**src/rtl/sinepwm_3ph_ctrl.sv**
```systemverilog
// Three-phase sine PWM duty generator.
// A prescaled tick drives a step counter whose interval ramps between
// START_INTERVAL and the requested |freq|. Each step moves the table index
// one position in the latched direction. A shared-port ROM sequencer then
// produces the three phase duties, which are 120 degrees (10 entries) apart.
module sinepwm_3ph_ctrl #(
  parameter int unsigned DIVIDER        = 1000,
  parameter int unsigned START_INTERVAL = 1000,
  parameter int unsigned RAMP_STEP      = 1
) (
  input  logic               clk,
  input  logic               rst,
  input  logic               enable,
  input  logic signed [31:0] freq,
  output logic [7:0]         duty_a,
  output logic [7:0]         duty_b,
  output logic [7:0]         duty_c,
  output logic               running,
  output logic               dir_out,
  output logic [1:0]         state_out
);

  localparam logic [31:0] DIV_W   = 32'(DIVIDER);
  localparam logic [31:0] START_W = 32'(START_INTERVAL);
  localparam logic [31:0] RAMP_W  = 32'(RAMP_STEP);

  typedef enum logic [1:0] {
    ST_IDLE  = 2'd0,
    ST_RUN   = 2'd1,
    ST_DECEL = 2'd2
  } state_e;

  // One quantised sine period, 30 entries centred on 128.
  function automatic logic [7:0] sine_lut(input logic [4:0] a);
    case (a)
      5'd0:    return 8'd128;
      5'd1:    return 8'd153;
      5'd2:    return 8'd177;
      5'd3:    return 8'd199;
      5'd4:    return 8'd217;
      5'd5:    return 8'd232;
      5'd6:    return 8'd242;
      5'd7:    return 8'd247;
      5'd8:    return 8'd247;
      5'd9:    return 8'd242;
      5'd10:   return 8'd232;
      5'd11:   return 8'd217;
      5'd12:   return 8'd199;
      5'd13:   return 8'd177;
      5'd14:   return 8'd153;
      5'd15:   return 8'd128;
      5'd16:   return 8'd103;
      5'd17:   return 8'd79;
      5'd18:   return 8'd57;
      5'd19:   return 8'd39;
      5'd20:   return 8'd24;
      5'd21:   return 8'd14;
      5'd22:   return 8'd9;
      5'd23:   return 8'd9;
      5'd24:   return 8'd14;
      5'd25:   return 8'd24;
      5'd26:   return 8'd39;
      5'd27:   return 8'd57;
      5'd28:   return 8'd79;
      5'd29:   return 8'd103;
      default: return 8'd128;
    endcase
  endfunction

  // Table index addition modulo 30 (both operands already below 30).
  function automatic logic [4:0] idx_add(input logic [4:0] base, input logic [4:0] off);
    logic [5:0] s;
    s = {1'b0, base} + {1'b0, off};
    if (s >= 6'd30) s = s - 6'd30;
    return s[4:0];
  endfunction

  // Move cur one RAMP_STEP toward tgt, saturating at tgt (never overshoots, never wraps).
  function automatic logic [31:0] ramp_toward(input logic [31:0] cur, input logic [31:0] tgt);
    if (cur > tgt)      return ((cur - tgt) > RAMP_W) ? (cur - RAMP_W) : tgt;
    else if (cur < tgt) return ((tgt - cur) > RAMP_W) ? (cur + RAMP_W) : tgt;
    else                return cur;
  endfunction

  // Lengthen the interval by RAMP_STEP, saturating at START_INTERVAL.
  function automatic logic [31:0] ramp_decel(input logic [31:0] cur);
    if (cur >= START_W)                return START_W;
    else if ((START_W - cur) > RAMP_W) return cur + RAMP_W;
    else                               return START_W;
  endfunction

  state_e      state_q, state_d;
  logic [31:0] tick_cnt_q;
  logic [31:0] step_cnt_q, step_cnt_d;
  logic [31:0] cur_int_q, cur_int_d;
  logic [4:0]  idx_q, idx_d;
  logic        dir_q, dir_d;

  logic [2:0]  lk_ph_q;
  logic [4:0]  lk_base_q;
  logic [4:0]  rd_addr;
  logic [7:0]  rom_q;
  logic [7:0]  hold_a_q, hold_b_q;

  logic [31:0] freq_u, tmag, step_inc, start_int;
  logic        tdir, tick, run_ok, req_ok, step_fire;
  logic [4:0]  idx_step, lk_idx;
  logic        start_go, enter_idle, lk_start;

  assign freq_u    = $unsigned(freq);
  assign tmag      = freq[31] ? (~freq_u + 32'd1) : freq_u;
  assign tdir      = freq[31];
  assign req_ok    = enable && (tmag != 32'd0);
  assign run_ok    = req_ok && (tdir == dir_q);
  assign tick      = (tick_cnt_q == 32'd0);
  assign step_inc  = step_cnt_q + 32'd1;
  assign step_fire = tick && (state_q != ST_IDLE) && (step_inc >= cur_int_q);
  assign idx_step  = dir_q ? ((idx_q == 5'd0) ? 5'd29 : idx_q - 5'd1)
                           : ((idx_q == 5'd29) ? 5'd0 : idx_q + 5'd1);
  assign start_int = (tmag > START_W) ? tmag : START_W;
  assign dir_out   = dir_q;

  // Free-running prescaler: reload at zero, tick while at zero.
  always_ff @(posedge clk or posedge rst) begin
    if (rst) tick_cnt_q <= '0;
    else     tick_cnt_q <= tick ? DIV_W : (tick_cnt_q - 32'd1);
  end

  // FSM state register.
  always_ff @(posedge clk or posedge rst) begin
    if (rst) state_q <= ST_IDLE;
    else     state_q <= state_d;
  end

  // FSM next state: RUN/DECEL exit and resume are checked every clock, the stop decision only on a step.
  always_comb begin
    state_d = state_q;
    case (state_q)
      ST_IDLE:  if (req_ok) state_d = ST_RUN;
      ST_RUN:   if (!run_ok) state_d = ST_DECEL;
      ST_DECEL: begin
        if (run_ok)                                  state_d = ST_RUN;
        else if (step_fire && (cur_int_q >= START_W)) state_d = req_ok ? ST_RUN : ST_IDLE;
      end
      default:  state_d = ST_IDLE;
    endcase
  end

  // FSM outputs and the control strobes derived from the transition.
  always_comb begin
    running    = (state_q != ST_IDLE);
    state_out  = state_q;
    start_go   = (state_q == ST_IDLE) && (state_d == ST_RUN);
    enter_idle = (state_q != ST_IDLE) && (state_d == ST_IDLE);
    lk_start   = start_go || (step_fire && (state_d != ST_IDLE));
    lk_idx     = start_go ? idx_q : idx_step;
  end

  // Next values of the step counter, interval, table index and direction.
  always_comb begin
    step_cnt_d = step_cnt_q;
    cur_int_d  = cur_int_q;
    idx_d      = idx_q;
    dir_d      = dir_q;
    if (state_q == ST_IDLE) begin
      step_cnt_d = '0;
      cur_int_d  = start_go ? start_int : START_W;
      if (start_go) dir_d = tdir;
    end else if (state_d == ST_IDLE) begin
      // Only a DECEL step leads here; the index still advances on it.
      step_cnt_d = '0;
      cur_int_d  = START_W;
      idx_d      = idx_step;
    end else begin
      if (tick) step_cnt_d = step_fire ? 32'd0 : step_inc;
      if (step_fire) begin
        idx_d     = idx_step;
        cur_int_d = ((state_q == ST_RUN) && run_ok) ? ramp_toward(cur_int_q, tmag)
                                                     : ramp_decel(cur_int_q);
      end
      // A DECEL that has reached the slow interval may restart in the requested direction.
      if ((state_q == ST_DECEL) && (state_d == ST_RUN)) dir_d = tdir;
    end
  end

  // Step counter, interval, index and direction registers.
  always_ff @(posedge clk or posedge rst) begin
    if (rst) begin
      step_cnt_q <= '0;
      cur_int_q  <= START_W;
      idx_q      <= '0;
      dir_q      <= 1'b0;
    end else begin
      step_cnt_q <= step_cnt_d;
      cur_int_q  <= cur_int_d;
      idx_q      <= idx_d;
      dir_q      <= dir_d;
    end
  end

  // ROM address for the current lookup phase: idx, idx+10, idx+20 (mod 30).
  always_comb begin
    case (lk_ph_q)
      3'd2:    rd_addr = idx_add(lk_base_q, 5'd10);
      3'd3:    rd_addr = idx_add(lk_base_q, 5'd20);
      default: rd_addr = lk_base_q;
    endcase
  end

  // Synchronous single read port plus holding registers for phases A and B.
  always_ff @(posedge clk) begin
    rom_q <= sine_lut(rd_addr);
    if (lk_ph_q == 3'd2) hold_a_q <= rom_q;
    if (lk_ph_q == 3'd3) hold_b_q <= rom_q;
  end

  // Lookup sequencer: phases 1-3 read, phase 4 commits all three duties at once.
  always_ff @(posedge clk or posedge rst) begin
    if (rst) begin
      lk_ph_q   <= 3'd0;
      lk_base_q <= '0;
      duty_a    <= '0;
      duty_b    <= '0;
      duty_c    <= '0;
    end else if (enter_idle) begin
      lk_ph_q <= 3'd0;
      duty_a  <= '0;
      duty_b  <= '0;
      duty_c  <= '0;
    end else begin
      if (lk_ph_q == 3'd4) begin
        duty_a <= hold_a_q;
        duty_b <= hold_b_q;
        duty_c <= rom_q;
      end
      if (lk_start) begin
        lk_ph_q   <= 3'd1;
        lk_base_q <= lk_idx;
      end else if (lk_ph_q != 3'd0) begin
        lk_ph_q <= (lk_ph_q == 3'd4) ? 3'd0 : (lk_ph_q + 3'd1);
      end
    end
  end

endmodule

```
**config.mk**
```make
export PLATFORM = sky130hd
export DESIGN_NAME = sinepwm_3ph_ctrl
export DESIGN_NICKNAME = d
export VERILOG_FILES = /design/src/rtl/sinepwm_3ph_ctrl.sv
export SDC_FILE = /design/constraint.sdc
export NUM_CORES = 1
export LEC_CHECK = 0
export BUFFER_PORTS_ARGS = -buffer_cell sky130_fd_sc_hd__buf_2
export CAP_MARGIN = 0
export CORE_MARGIN = 10
export CORE_UTILIZATION = 30
export DETAILED_ROUTE_END_ITERATION = 6
export GPL_ROUTABILITY_DRIVEN = 0
export PLACE_DENSITY = 0.49
export SYNTH_ARGS = -nofsm -noshare
export SYNTH_HDL_FRONTEND = slang
export SYNTH_SLANG_ARGS = --single-unit
```
**constraint.sdc**
```tcl
create_clock -name clk -period 5.85 [get_ports clk]
set_input_delay 0.2925 -clock clk [delete_from_list [all_inputs] [get_ports clk]]
set_output_delay 0.2925 -clock clk [all_outputs]
set_load 0.05 [all_outputs]
```
# ---- Yosys cells after proc, flatten, opt, wreduce, memory -nomap -nowiden
# Memory sizes are Yosys's and may differ from the RTL's. A register that Yosys moved wholly into a read port is not among the register bits.
# Index checks and enable logic that the tools add are counted.
# Widths: inputs -> output; s select.
dict set report totals {
  reg_bits 152
  romBits 256
  inputBits 35
  out_inout_bits 28
  word_cells 129
  n_memories 1
}
dict set report classes {
  add_sub_neg 15
  n_lt_le_gt_ge 10
  n_eq_ne 11
  n_mux 47
  bitwise_logic 3
  n_reduce_logical 29
}
# memory words word_bits read_ports rd_ports_with_merged_regs write_ports line_no
set memory_table {}
lappend memory_table {{(name not given)} 32 8 1 1 0 35} ;# case (a)
# operator count
set ops {}
lappend ops {{$mux 32} 18}
lappend ops {{$add 32x1->32 const B} 3}
lappend ops {{$gt 32x1->1 const B} 3}
lappend ops {{$sub 32x1->32 const B} 2}
lappend ops {{$sub 32x32->32} 2}
lappend ops {{$mux 8} 6}
lappend ops {{$mux 5} 8}
lappend ops {{$ge 32x10->1 const B} 1}
lappend ops {{$ge 32x32->1} 1}
lappend ops {{$gt 32x10->1 const B} 1}
lappend ops {{$gt 32x32->1} 1}
lappend ops {{$logic_not 32->1} 1}
lappend ops {{$lt 32x32->1} 1}
lappend ops {{$not 32->32} 1}
lappend ops {{$reduce_bool 32->1} 1}
lappend ops {{$sub 10x32->32 const A} 1}
lappend ops {{$ge 6x5->1 const B} 2}
lappend ops {{$mux 3} 4}
lappend ops {{$reduce_bool 3->1} 4}
lappend ops {{$logic_and 1x1->1} 10}
lappend ops {{$pmux 5 s2} 1}
lappend ops {{$reduce_bool 2->1} 5}
lappend ops {{$sub 5x5->5 const B} 2}
lappend ops {{$mux 2} 4}
lappend ops {{other kinds (21)} 32}

# ---- Longest topological paths before layout
# Gate-level depths: netlist of the first run.
dict set report depth {
  depth_word 14
  ltp_mapped 26
  depth_no_buf 23
}

# ---- Worst setup path before layout of the first run
# OpenSTA, ideal clock, no wires.
dict set report synth_timing {
  kind {input to register}
  start {in freq[0]}
  end {reg cur_int_q[0]}
  setup_ns 0.066
  t_arrival_ns 5.415
  required_ns 5.784
  slack_ns 0.369
  cell_stages 22
  n_path_buf 2
  path_cell_list {buf_2 -> inv_1 -> ha_1 -> nor4b_4 -> a21oi_1 -> xnor2_1 -> inv_1 -> ha_1 -> and2_1 -> clkbuf_1 -> a221o_1 -> a221oi_1 -> a21bo_2 -> a2111oi_0 -> o21ai_0 -> mux2i_1 -> a2111oi_0 -> nand4_1 -> or2_1 -> or4_1 -> o311ai_1 -> a221o_1}
}
dict set report synth_via {
  elab_chain_cells 13
  word_cells_on_any_way 36
  classes_between {3 x add/sub; 5 x order compare; 2 x eq/ne; 17 x mux; 1 x bitwise; 8 x reduce/logical}
}
# element line_no
set synth_rtl {}
lappend synth_rtl {{from (decl)} 14} ;# input logic signed [31:0] freq,
lappend synth_rtl {{$not 32->32} 111} ;# assign tmag = freq[31] ? (~freq_u + 32'd1) : freq_u;
lappend synth_rtl {{$add 32x1->32} 111}
lappend synth_rtl {{$mux 32 *} 111}
lappend synth_rtl {{branches (longest 10 deep; another with $sub 32x32->32)} n/a}
lappend synth_rtl {{to (signal assigned)} 195} ;# cur_int_q <= cur_int_d;
lappend synth_rtl {{to (decl)} 95} ;# logic [31:0] cur_int_q, cur_int_d;
# Mark *: on every way between the ends. The select of a mux whose other input is x is not followed.
# A chain may end at the register's enable or synchronous reset.

# ---- Worst setup path after layout of the first run
# Ends and elaborated chain as after synthesis.

==> metrics.txt, run 1 <==
# TYPE chip_impl_metric gauge
chip_impl_metric{name="antenna_found_initial",unit=""} 2
chip_impl_metric{name="drt_antenna_net_count",unit=""} 0
chip_impl_info{name="hold_path_class",value="primary input to asynchronous set/reset pin"} 1
chip_impl_metric{name="ys_warn_count",unit=""} 0
chip_impl_metric{name="drc_errors",unit=""} 0
chip_impl_metric{name="total_number_of_vias",unit=""} 18500
chip_impl_metric{name="postSynth.asyncResetShare",unit="%"} 85.0
chip_impl_metric{name="finalNetCount",unit=""} 2591
chip_impl_info{name="synth_most_common_cell",value="sky130_fd_sc_hd__nand2_1"} 1
chip_impl_info{name="grt_setup_unrepaired",value="false"} 1
chip_impl_metric{name="clock_sinks",unit=""} 160
chip_impl_metric{name="post_synth_instance_area",unit="µm²"} 17200
chip_impl_info{name="worst-setup-path-type",value="primary input to flop"} 1
chip_impl_metric{name="clock-skew-final",unit="ns"} 0.0209
chip_impl_metric{name="finalSetupViolCount",unit=""} 0
chip_impl_metric{name="report.final.hold_viol_count",unit=""} 14
chip_impl_metric{name="maxCapViolCount",unit=""} 0
chip_impl_info{name="cts_root_buf",value="sky130_fd_sc_hd__clkbuf_16"} 1
chip_impl_metric{name="mappedNetlistNets",unit=""} 2429
chip_impl_metric{name="worst-r2r-setup-slack",unit="ns"} 0.42
chip_impl_metric{name="synthToLayoutAreaGrowth",unit="%"} 18.0
chip_impl_info{name="crit_path_end_kind",value="flop"} 1
chip_impl_metric{name="timing.critical_path.fanout_max",unit=""} 7
chip_impl_metric{name="first_pass_grt_wire_length",unit="µm"} 103000
chip_impl_metric{name="synth_top_area_share",unit="%"} 18.9
chip_impl_metric{name="design.die.area",unit="µm²"} 67300
chip_impl_metric{name="multiInputGateArea",unit="µm²"} 12100
chip_impl_metric{name="layout-drive-gt1-share",unit="%"} 16.2
chip_impl_metric{name="sequential_cell_area",unit="µm²"} 4050
chip_impl_metric{name="place.detailed.instances",unit=""} 3180
chip_impl_info{name="yosys-top-cells-area",value="sky130_fd_sc_hd__dfrtp_1 (19%), sky130_fd_sc_hd__ha_1 (8.0%), sky130_fd_sc_hd__xnor2_1 (6.6%)"} 1
chip_impl_metric{name="power.leakage",unit="nW"} 8.61
chip_impl_metric{name="synth.ff_latch_count",unit=""} 160
chip_impl_metric{name="finish.instance_area",unit="µm²"} 20300
chip_impl_metric{name="worstPathRequired",unit="ns"} 6.26
chip_impl_metric{name="dp_hpwl",unit="µm"} 52700
chip_impl_info{name="timing.critical_path.from_type",value="primary input"} 1
chip_impl_metric{name="gr-total-overflow",unit=""} 0
chip_impl_metric{name="grt_start_max_net_pins",unit=""} 86
chip_impl_metric{name="fin_total_pwr",unit="mW"} 9.62
chip_impl_info{name="failing_checks",value="hold timing"} 1
chip_impl_metric{name="clockBufferDepth",unit=""} 2
chip_impl_metric{name="synth_enable_flop_cells",unit=""} 16
chip_impl_metric{name="final.min_clock_period",unit="ns"} 5.59
chip_impl_metric{name="grt_pass1_vias",unit=""} 17400
chip_impl_info{name="tritoncts",value="yes"} 1
chip_impl_metric{name="dieWidth",unit="µm"} 259
chip_impl_metric{name="ys_types",unit=""} 105
chip_impl_metric{name="instances_no_fill",unit=""} 3213
chip_impl_metric{name="pre_cts_ws",unit="ns"} -0.379
chip_impl_metric{name="detail_route.wl_per_cell",unit="µm"} 20.7
chip_impl_metric{name="min_period_over_period",unit="%"} 95.6
chip_impl_metric{name="max_slew_margin",unit="%"} 25.5
chip_impl_metric{name="critical_path_arrival",unit="ns"} 6.00
chip_impl_metric{name="initial_utilization",unit="%"} 30.4
chip_impl_metric{name="detail_route.first_pass.iterations",unit=""} 6
chip_impl_metric{name="viasPerCell",unit=""} 5.75
chip_impl_metric{name="fin_setup_tns",unit="ns"} 0
chip_impl_metric{name="drt_iter0_drcs",unit=""} 1797
chip_impl_metric{name="timing_max_transition_violations_final",unit=""} 0
chip_impl_metric{name="core_area",unit="µm²"} 56600
chip_impl_metric{name="worst_pin_slew",unit="ns"} 1.12
chip_impl_metric{name="placementRows",unit=""} 87
chip_impl_metric{name="grt_use_total",unit="%"} 19.1
chip_impl_metric{name="insertedDiodeCount",unit=""} 0
chip_impl_info{name="status",value="finished, violations left"} 1
chip_impl_metric{name="power.density",unit="nW/µm²"} 474
chip_impl_metric{name="fmaxAchievable",unit="MHz"} 179
chip_impl_info{name="synth_ff_type",value="sky130_fd_sc_hd__dfrtp_1"} 1
chip_impl_metric{name="syn_avg_cell_area",unit="µm²"} 7.54
chip_impl_info{name="post_synth_most_frequent_cells",value="sky130_fd_sc_hd__nand2_1 (231), sky130_fd_sc_hd__nor2_1 (192), sky130_fd_sc_hd__a21oi_1 (174)"} 1
chip_impl_metric{name="insertion_delay",unit="ns"} 0.46
chip_impl_metric{name="hold_fix_buffer_count_after_cts",unit=""} 0
chip_impl_metric{name="io_buffers",unit=""} 62
chip_impl_metric{name="number_of_buffers_created_by_cts",unit=""} 17
chip_impl_metric{name="detailed_place.area",unit="µm²"} 19600
chip_impl_metric{name="final.hold.worst_slack",unit="ns"} -0.0420
chip_impl_metric{name="finalWirelength",unit="µm"} 66600
chip_impl_metric{name="chipHeight",unit="µm"} 259
chip_impl_metric{name="final.setup.worst_slack",unit="ns"} 0.256
chip_impl_metric{name="fin_util",unit="%"} 35.9
chip_impl_metric{name="peakVddDrop",unit="mV"} 0.260
chip_impl_metric{name="yosysSeqAreaShare",unit="%"} 23.5
chip_impl_metric{name="n_fill_cell",unit=""} 6022
chip_impl_info{name="synth_top_cell_by_area",value="sky130_fd_sc_hd__dfrtp_1"} 1
chip_impl_metric{name="io-pin-count",unit=""} 63
chip_impl_metric{name="clk_transition_reported_paths",unit="ns"} 0.09
chip_impl_metric{name="htree_num_levels",unit=""} 4
chip_impl_metric{name="synth_cells",unit=""} 2282
==> cells by family after synthesis <==
logic type	after synthesis	synth area share, %
AOI/OAI and AO/OA	669	25.9
xor gates and xnor gates	181	9.21
adders and majority gates	112	8.23
buffers and inverters	265	6.15
DFF	160	23.5
muxes	34	2.06
and+or+nand+nor	861	24.9
==> flip-flops by register name, summed over array words and instances, names as in the netlist, 8 cells and up <==
name	flops
cur_int_q	32
step_cnt_q	32
tick_cnt_q	32
duty_a	8
duty_b	8
duty_c	8
hold_a_q	8
hold_b_q	8
rom_q	8
==> layer usage <==
metal	vias up	global-route usage, %	share of wire, %
met4	2	6.01	3.0
met5	-	0	0.020
li1	8683	-	-
met2	726	30.6	46
met1	8941	26.0	45
met3	109	2.75	6.5
==> area by class of cell <==
cell class                      count  share of cell area [%]
Timing Repair Buffer              293                    10.3
Sequential cell                   160                    19.9
Clock inverter                     15                    1.07
Inverter                          115                    2.15
Multi-Input combinational cell   1857                    59.7
Clock buffer                       17                    2.09
Tap cell                          756                    4.66
==> worst max-delay path, stage by stage <==
cell                        delay [ns]
sky130_fd_sc_hd__buf_2            0.14
sky130_fd_sc_hd__inv_1            0.08
sky130_fd_sc_hd__ha_1             0.22
sky130_fd_sc_hd__or4b_1           0.55
sky130_fd_sc_hd__nor4_2           0.36
sky130_fd_sc_hd__nand2_1          0.11
sky130_fd_sc_hd__a31oi_2          0.34
sky130_fd_sc_hd__inv_1            0.14
sky130_fd_sc_hd__ha_1             0.41
sky130_fd_sc_hd__a21oi_1          0.28
sky130_fd_sc_hd__o21ai_0          0.18
sky130_fd_sc_hd__a21oi_1          0.17
sky130_fd_sc_hd__nor2_1           0.06
sky130_fd_sc_hd__a2111oi_1        0.32
sky130_fd_sc_hd__buf_4            0.20
sky130_fd_sc_hd__o21ai_0          0.09
sky130_fd_sc_hd__mux2i_1          0.15
sky130_fd_sc_hd__a2111oi_1        0.44
sky130_fd_sc_hd__buf_4            0.20
sky130_fd_sc_hd__nand4_1          0.10
sky130_fd_sc_hd__buf_4            0.18
sky130_fd_sc_hd__or2_1            0.22
sky130_fd_sc_hd__or4_1            0.48
sky130_fd_sc_hd__o311ai_1         0.10
sky130_fd_sc_hd__a221o_1          0.18
==> timing repair <==
action | 4_1_cts | 5_1_grt
setup endpoints to repair | 0 | 36
buffers inserted | 0 | 0
gates resized for setup | 0 | 7
==> worst paths after layout <==
check / from / depth (start not counted) / end
max in group asynchronous: rst / 3 / cur_int_q[25]
setup reg to reg: step_cnt_q[2] / 24 / cur_int_q[30]
setup / recovery: freq[0] / 25 / cur_int_q[0]
hold reg to reg: rom_q[0] / 2 / duty_c[0]
min in group clk: freq[31] / 3 / dir_out
hold / removal: rst / 2 / duty_c[3]
==> cell usage in the layout, fill, tap and decap left out, types with 16 or more instances in the layout <==
cell type                   netlist  layout
sky130_fd_sc_hd__xnor2_1        130     130
sky130_fd_sc_hd__o21ai_1         19      20
sky130_fd_sc_hd__ha_1           110     110
sky130_fd_sc_hd__a21oi_1        174     173
sky130_fd_sc_hd__nor3_1          77      75
sky130_fd_sc_hd__a22o_1          19      19
sky130_fd_sc_hd__or3_1           25      25
sky130_fd_sc_hd__buf_4            2     226
sky130_fd_sc_hd__and3_1          35      35
sky130_fd_sc_hd__inv_1          106     105
sky130_fd_sc_hd__mux2i_1         23      23
sky130_fd_sc_hd__nand2_1        231     231
sky130_fd_sc_hd__a211oi_1        27      26
sky130_fd_sc_hd__xor2_1          51      51
sky130_fd_sc_hd__o211ai_1        24      24
sky130_fd_sc_hd__buf_2           21      62
sky130_fd_sc_hd__edfxtp_1        16      16
sky130_fd_sc_hd__o21a_1          16      16
sky130_fd_sc_hd__a22oi_1         29      29
sky130_fd_sc_hd__nand4_1         51      51
sky130_fd_sc_hd__and2_1          17      17
sky130_fd_sc_hd__a31oi_1         34      33
sky130_fd_sc_hd__nor4_1          41      40
sky130_fd_sc_hd__o31ai_1         20      20
sky130_fd_sc_hd__nand3_1         87      87
sky130_fd_sc_hd__nor2_1         192     191
sky130_fd_sc_hd__nor2b_1         18      18
sky130_fd_sc_hd__dfrtp_1        130     130
sky130_fd_sc_hd__clkbuf_16        0      17
sky130_fd_sc_hd__nand2b_1        25      25
sky130_fd_sc_hd__o21ai_0        138     137
sky130_fd_sc_hd__a21o_1          30      30
==> power breakdown <==
part | leakage (nW) | internal, mW | total [mW] | switching, mW
logic | 6.29 | 2.45 | 6.57 | 4.13
registers | 2.01 | 1.43 | 1.83 | 0.403
clock network | 0.306 | 0.596 | 1.22 | 0.623
total | 8.61 | 4.47 | 9.62 | 5.15
Power figures use the tool's default switching activity.
==> run 2: changes to the inputs <==
==> config.mk (replaced) <==
export PLATFORM = sky130hd
export DESIGN_NAME = sinepwm_3ph_ctrl
export DESIGN_NICKNAME = d
export VERILOG_FILES = /design/src/rtl/sinepwm_3ph_ctrl.sv
export SDC_FILE = /design/constraint.sdc
export NUM_CORES = 1
export LEC_CHECK = 0
export CAP_MARGIN = 0
export CORE_MARGIN = 10
export CORE_UTILIZATION = 30
export DETAILED_ROUTE_END_ITERATION = 6
export DONT_BUFFER_PORTS = 1
export GPL_ROUTABILITY_DRIVEN = 0
export PLACE_DENSITY = 0.48
export RECOVER_POWER = 50
export SYNTH_ARGS = -nofsm -noshare
export SYNTH_HDL_FRONTEND = slang
export SYNTH_SLANG_ARGS = --single-unit
==> metrics.txt, run 2 (synthesized netlist as in run 1, its figures left out) <==
# TYPE chip_impl_metric gauge
chip_impl_info{name="status",value="finished, violations left"} 1
chip_impl_info{name="failing_checks",value="capacitance limit, slew limit"} 1
chip_impl_metric{name="chipHeight",unit="µm"} 259
chip_impl_metric{name="insertion_delay",unit="ns"} 0.47
chip_impl_metric{name="final.hold.worst_slack",unit="ns"} 0.0434
chip_impl_metric{name="worstPathRequired",unit="ns"} 6.23
chip_impl_metric{name="design.die.area",unit="µm²"} 67300
chip_impl_metric{name="routed-wl-met3",unit="µm"} 4680
chip_impl_info{name="timing.critical_path.from_type",value="primary input"} 1
chip_impl_metric{name="min_period_over_period",unit="%"} 97.5
chip_impl_metric{name="number_of_buffers_created_by_cts",unit=""} 17
chip_impl_metric{name="timing.reg2reg.worst_path_depth",unit=""} 21
chip_impl_metric{name="finish.instance_area",unit="µm²"} 19500
chip_impl_metric{name="first_pass_grt_wire_length",unit="µm"} 101000
chip_impl_info{name="cts_root_buf",value="sky130_fd_sc_hd__clkbuf_16"} 1
chip_impl_metric{name="layout-drive-gt1-share",unit="%"} 11.8
chip_impl_metric{name="sw_frac_of_total",unit="%"} 54.1
chip_impl_metric{name="fin_util",unit="%"} 34.5
chip_impl_metric{name="share_clk_of_total_power",unit="%"} 13.1
chip_impl_metric{name="power_report.internal_total",unit="mW"} 4.28
chip_impl_metric{name="clockBufferDepth",unit=""} 2
chip_impl_metric{name="fin_setup_tns",unit="ns"} 0
chip_impl_metric{name="dp_hpwl",unit="µm"} 51800
chip_impl_metric{name="total_number_of_vias",unit=""} 17900
chip_impl_metric{name="core_area",unit="µm²"} 56600
chip_impl_info{name="crit_path_end_kind",value="flop"} 1
chip_impl_metric{name="met2WireLength",unit="µm"} 29000
chip_impl_info{name="final_cell_mix",value="sky130_fd_sc_hd__nand2_1 (231), sky130_fd_sc_hd__nor2_1 (190), sky130_fd_sc_hd__a21oi_1 (173)"} 1
chip_impl_info{name="crit_path_start",value="freq[0]"} 1
chip_impl_metric{name="peakVddDrop",unit="mV"} 0.324
chip_impl_metric{name="antenna_found_initial",unit=""} 0
chip_impl_info{name="worst-setup-path-type",value="primary input to flop"} 1
chip_impl_metric{name="finalNetCount",unit=""} 2469
chip_impl_metric{name="routedLengthMet1",unit="µm"} 29800
chip_impl_metric{name="gr-total-overflow",unit=""} 0
chip_impl_info{name="hold_path_class",value="primary input to flop"} 1
chip_impl_metric{name="max_slew_margin",unit="%"} -162
chip_impl_metric{name="dieWidth",unit="µm"} 259
chip_impl_metric{name="power.leakage",unit="nW"} 8.03
chip_impl_metric{name="detail_route.first_pass.iterations",unit=""} 6
chip_impl_metric{name="detail_route.wl_per_cell",unit="µm"} 21.3
chip_impl_metric{name="report.final.hold_viol_count",unit=""} 0
chip_impl_metric{name="grt_pass1_vias",unit=""} 16900
chip_impl_info{name="hold_path.startpoint",value="enable"} 1
chip_impl_info{name="reg_top3",value="cur_int_q (32), step_cnt_q (32), tick_cnt_q (32)"} 1
chip_impl_metric{name="drt_iter0_drcs",unit=""} 1758
chip_impl_info{name="final_common_cell",value="sky130_fd_sc_hd__nand2_1"} 1
chip_impl_metric{name="htree_num_levels",unit=""} 4
chip_impl_info{name="min_delay_worst_endpoint",value="state_out[0]"} 1
chip_impl_info{name="timing.rr.end",value="cur_int_q[25]"} 1
chip_impl_metric{name="power.share.combinational",unit="%"} 64.7
chip_impl_metric{name="worst_pin_slew",unit="ns"} 3.90
chip_impl_metric{name="fmaxAchievable",unit="MHz"} 175
chip_impl_metric{name="grt_start_max_net_pins",unit=""} 82
chip_impl_metric{name="instances_no_fill",unit=""} 3091
chip_impl_metric{name="io_buffers",unit=""} 0
chip_impl_info{name="r2r_start",value="cur_int_q[0]"} 1
chip_impl_info{name="grt_setup_unrepaired",value="false"} 1
chip_impl_metric{name="power_switching",unit="mW"} 5.04
chip_impl_metric{name="place.detailed.instances",unit=""} 3056
chip_impl_metric{name="viasPerCell",unit=""} 5.80
chip_impl_metric{name="n_fill_cell",unit=""} 6075
chip_impl_metric{name="drt_antenna_net_count",unit=""} 0
chip_impl_metric{name="finalWirelength",unit="µm"} 65900
chip_impl_metric{name="worst-r2r-setup-slack",unit="ns"} 0.48
chip_impl_metric{name="grt_use_total",unit="%"} 18.9
chip_impl_metric{name="clock-skew-final",unit="ns"} 0.0208
chip_impl_metric{name="final.setup.worst_slack",unit="ns"} 0.146
chip_impl_metric{name="synthToLayoutAreaGrowth",unit="%"} 13.5
chip_impl_metric{name="power_share_of_the_sequential_group",unit="%"} 22.1
chip_impl_metric{name="timing_max_transition_violations_final",unit=""} 139
chip_impl_metric{name="insertedDiodeCount",unit=""} 0
chip_impl_metric{name="drc_errors",unit=""} 0
chip_impl_metric{name="power.density",unit="nW/µm²"} 477
chip_impl_metric{name="critical_path_arrival",unit="ns"} 6.09
chip_impl_metric{name="fin_total_pwr",unit="mW"} 9.32
chip_impl_metric{name="finalSetupViolCount",unit=""} 0
chip_impl_metric{name="clock_sinks",unit=""} 160
chip_impl_metric{name="final.min_clock_period",unit="ns"} 5.70
chip_impl_metric{name="pre_cts_ws",unit="ns"} -0.436
chip_impl_metric{name="placementRows",unit=""} 87
chip_impl_info{name="tritoncts",value="yes"} 1
chip_impl_metric{name="clk_transition_reported_paths",unit="ns"} 0.08
chip_impl_metric{name="timing.critical_path.fanout_max",unit=""} 10
chip_impl_metric{name="maxCapViolCount",unit=""} 2
chip_impl_metric{name="initial_utilization",unit="%"} 30.4
chip_impl_metric{name="io-pin-count",unit=""} 63
chip_impl_metric{name="detailed_place.area",unit="µm²"} 18800
chip_impl_metric{name="worstHoldPathCells",unit=""} 2
chip_impl_info{name="top_signal_layer_used",value="met4"} 1
run 2: changes by cell type in the layout (fill, tap and decap cells not counted), sizes merged:
cell / delta
clkinvlp: +1
dlygate4sd3: +3
clkinv: -3
inv: +2
buf: -126
clkbuf: +1
run 2: worst max-delay path by stage:
stage,endpoint,slack [ns],cells after the start
CTS,cur_int_q[0],0.01,23
detailed placement,cur_int_q[0],-0.44,23
global placement,cur_int_q[0],-0.58,23
finish,cur_int_q[25],0.15,22
floorplan,cur_int_q[0],0.37,22
global route,cur_int_q[0],0.001,23
run 2: power groups by stage:
stage | clock network (mW) | logic, mW | registers [mW]
2_1_floorplan | 0 | 4.14 | 1.83
3_3_place_gp | 0 | 5.85 | 2.08
3_5_place_dp | 0 | 5.85 | 2.08
4_1_cts | 1.25 | 5.89 | 2.06
5_1_grt | 1.30 | 6.55 | 2.10
6_report | 1.22 | 6.03 | 2.06
run 2: worst max-delay path, stage by stage:
cell	delay [ns]
sky130_fd_sc_hd__inv_1	0.06
sky130_fd_sc_hd__ha_1	0.23
sky130_fd_sc_hd__or4b_1	0.60
sky130_fd_sc_hd__nor4_4	0.42
sky130_fd_sc_hd__nand2_1	0.09
sky130_fd_sc_hd__a31oi_1	0.36
sky130_fd_sc_hd__inv_1	0.22
sky130_fd_sc_hd__ha_1	0.43
sky130_fd_sc_hd__nand2_1	0.25
sky130_fd_sc_hd__nor2_1	0.13
sky130_fd_sc_hd__or3_1	0.40
sky130_fd_sc_hd__a21oi_1	0.48
sky130_fd_sc_hd__o31ai_1	0.21
sky130_fd_sc_hd__xnor2_1	0.16
sky130_fd_sc_hd__nor4_1	0.51
sky130_fd_sc_hd__buf_4	0.21
sky130_fd_sc_hd__nand4_1	0.07
sky130_fd_sc_hd__buf_4	0.21
sky130_fd_sc_hd__buf_4	0.17
sky130_fd_sc_hd__o21ai_0	0.32
sky130_fd_sc_hd__a21oi_1	0.13
sky130_fd_sc_hd__o21ai_1	0.12
run 2: timing repair:
item / in CTS / in global routing
hold buffers: 3 / 0
buffers inserted: 0 / 0
setup endpoints to repair: 0 / 47
gates resized for setup: 0 / 14
endpoints found under the hold margin: 76 / 0
run 2: area by class of cell:
cell class,count,area [µm²],share of cell area [%]
repair buffers,171,1310,6.68
flip-flops and latches,160,4050,20.7
clock inverters,15,209,1.07
multi-input cells,1857,12200,62.3
well taps,756,946,4.84
clock buffers,17,425,2.18
inverters,115,433,2.22
run 2: per-layer routing:
metal / GRT usage (%) / vias to the layer above
li1: - / 8419
met1: 25.9 / 8622
met2: 29.3 / 778
met3: 3.07 / 123
met4: 7.10 / 0
met5: 0 / -
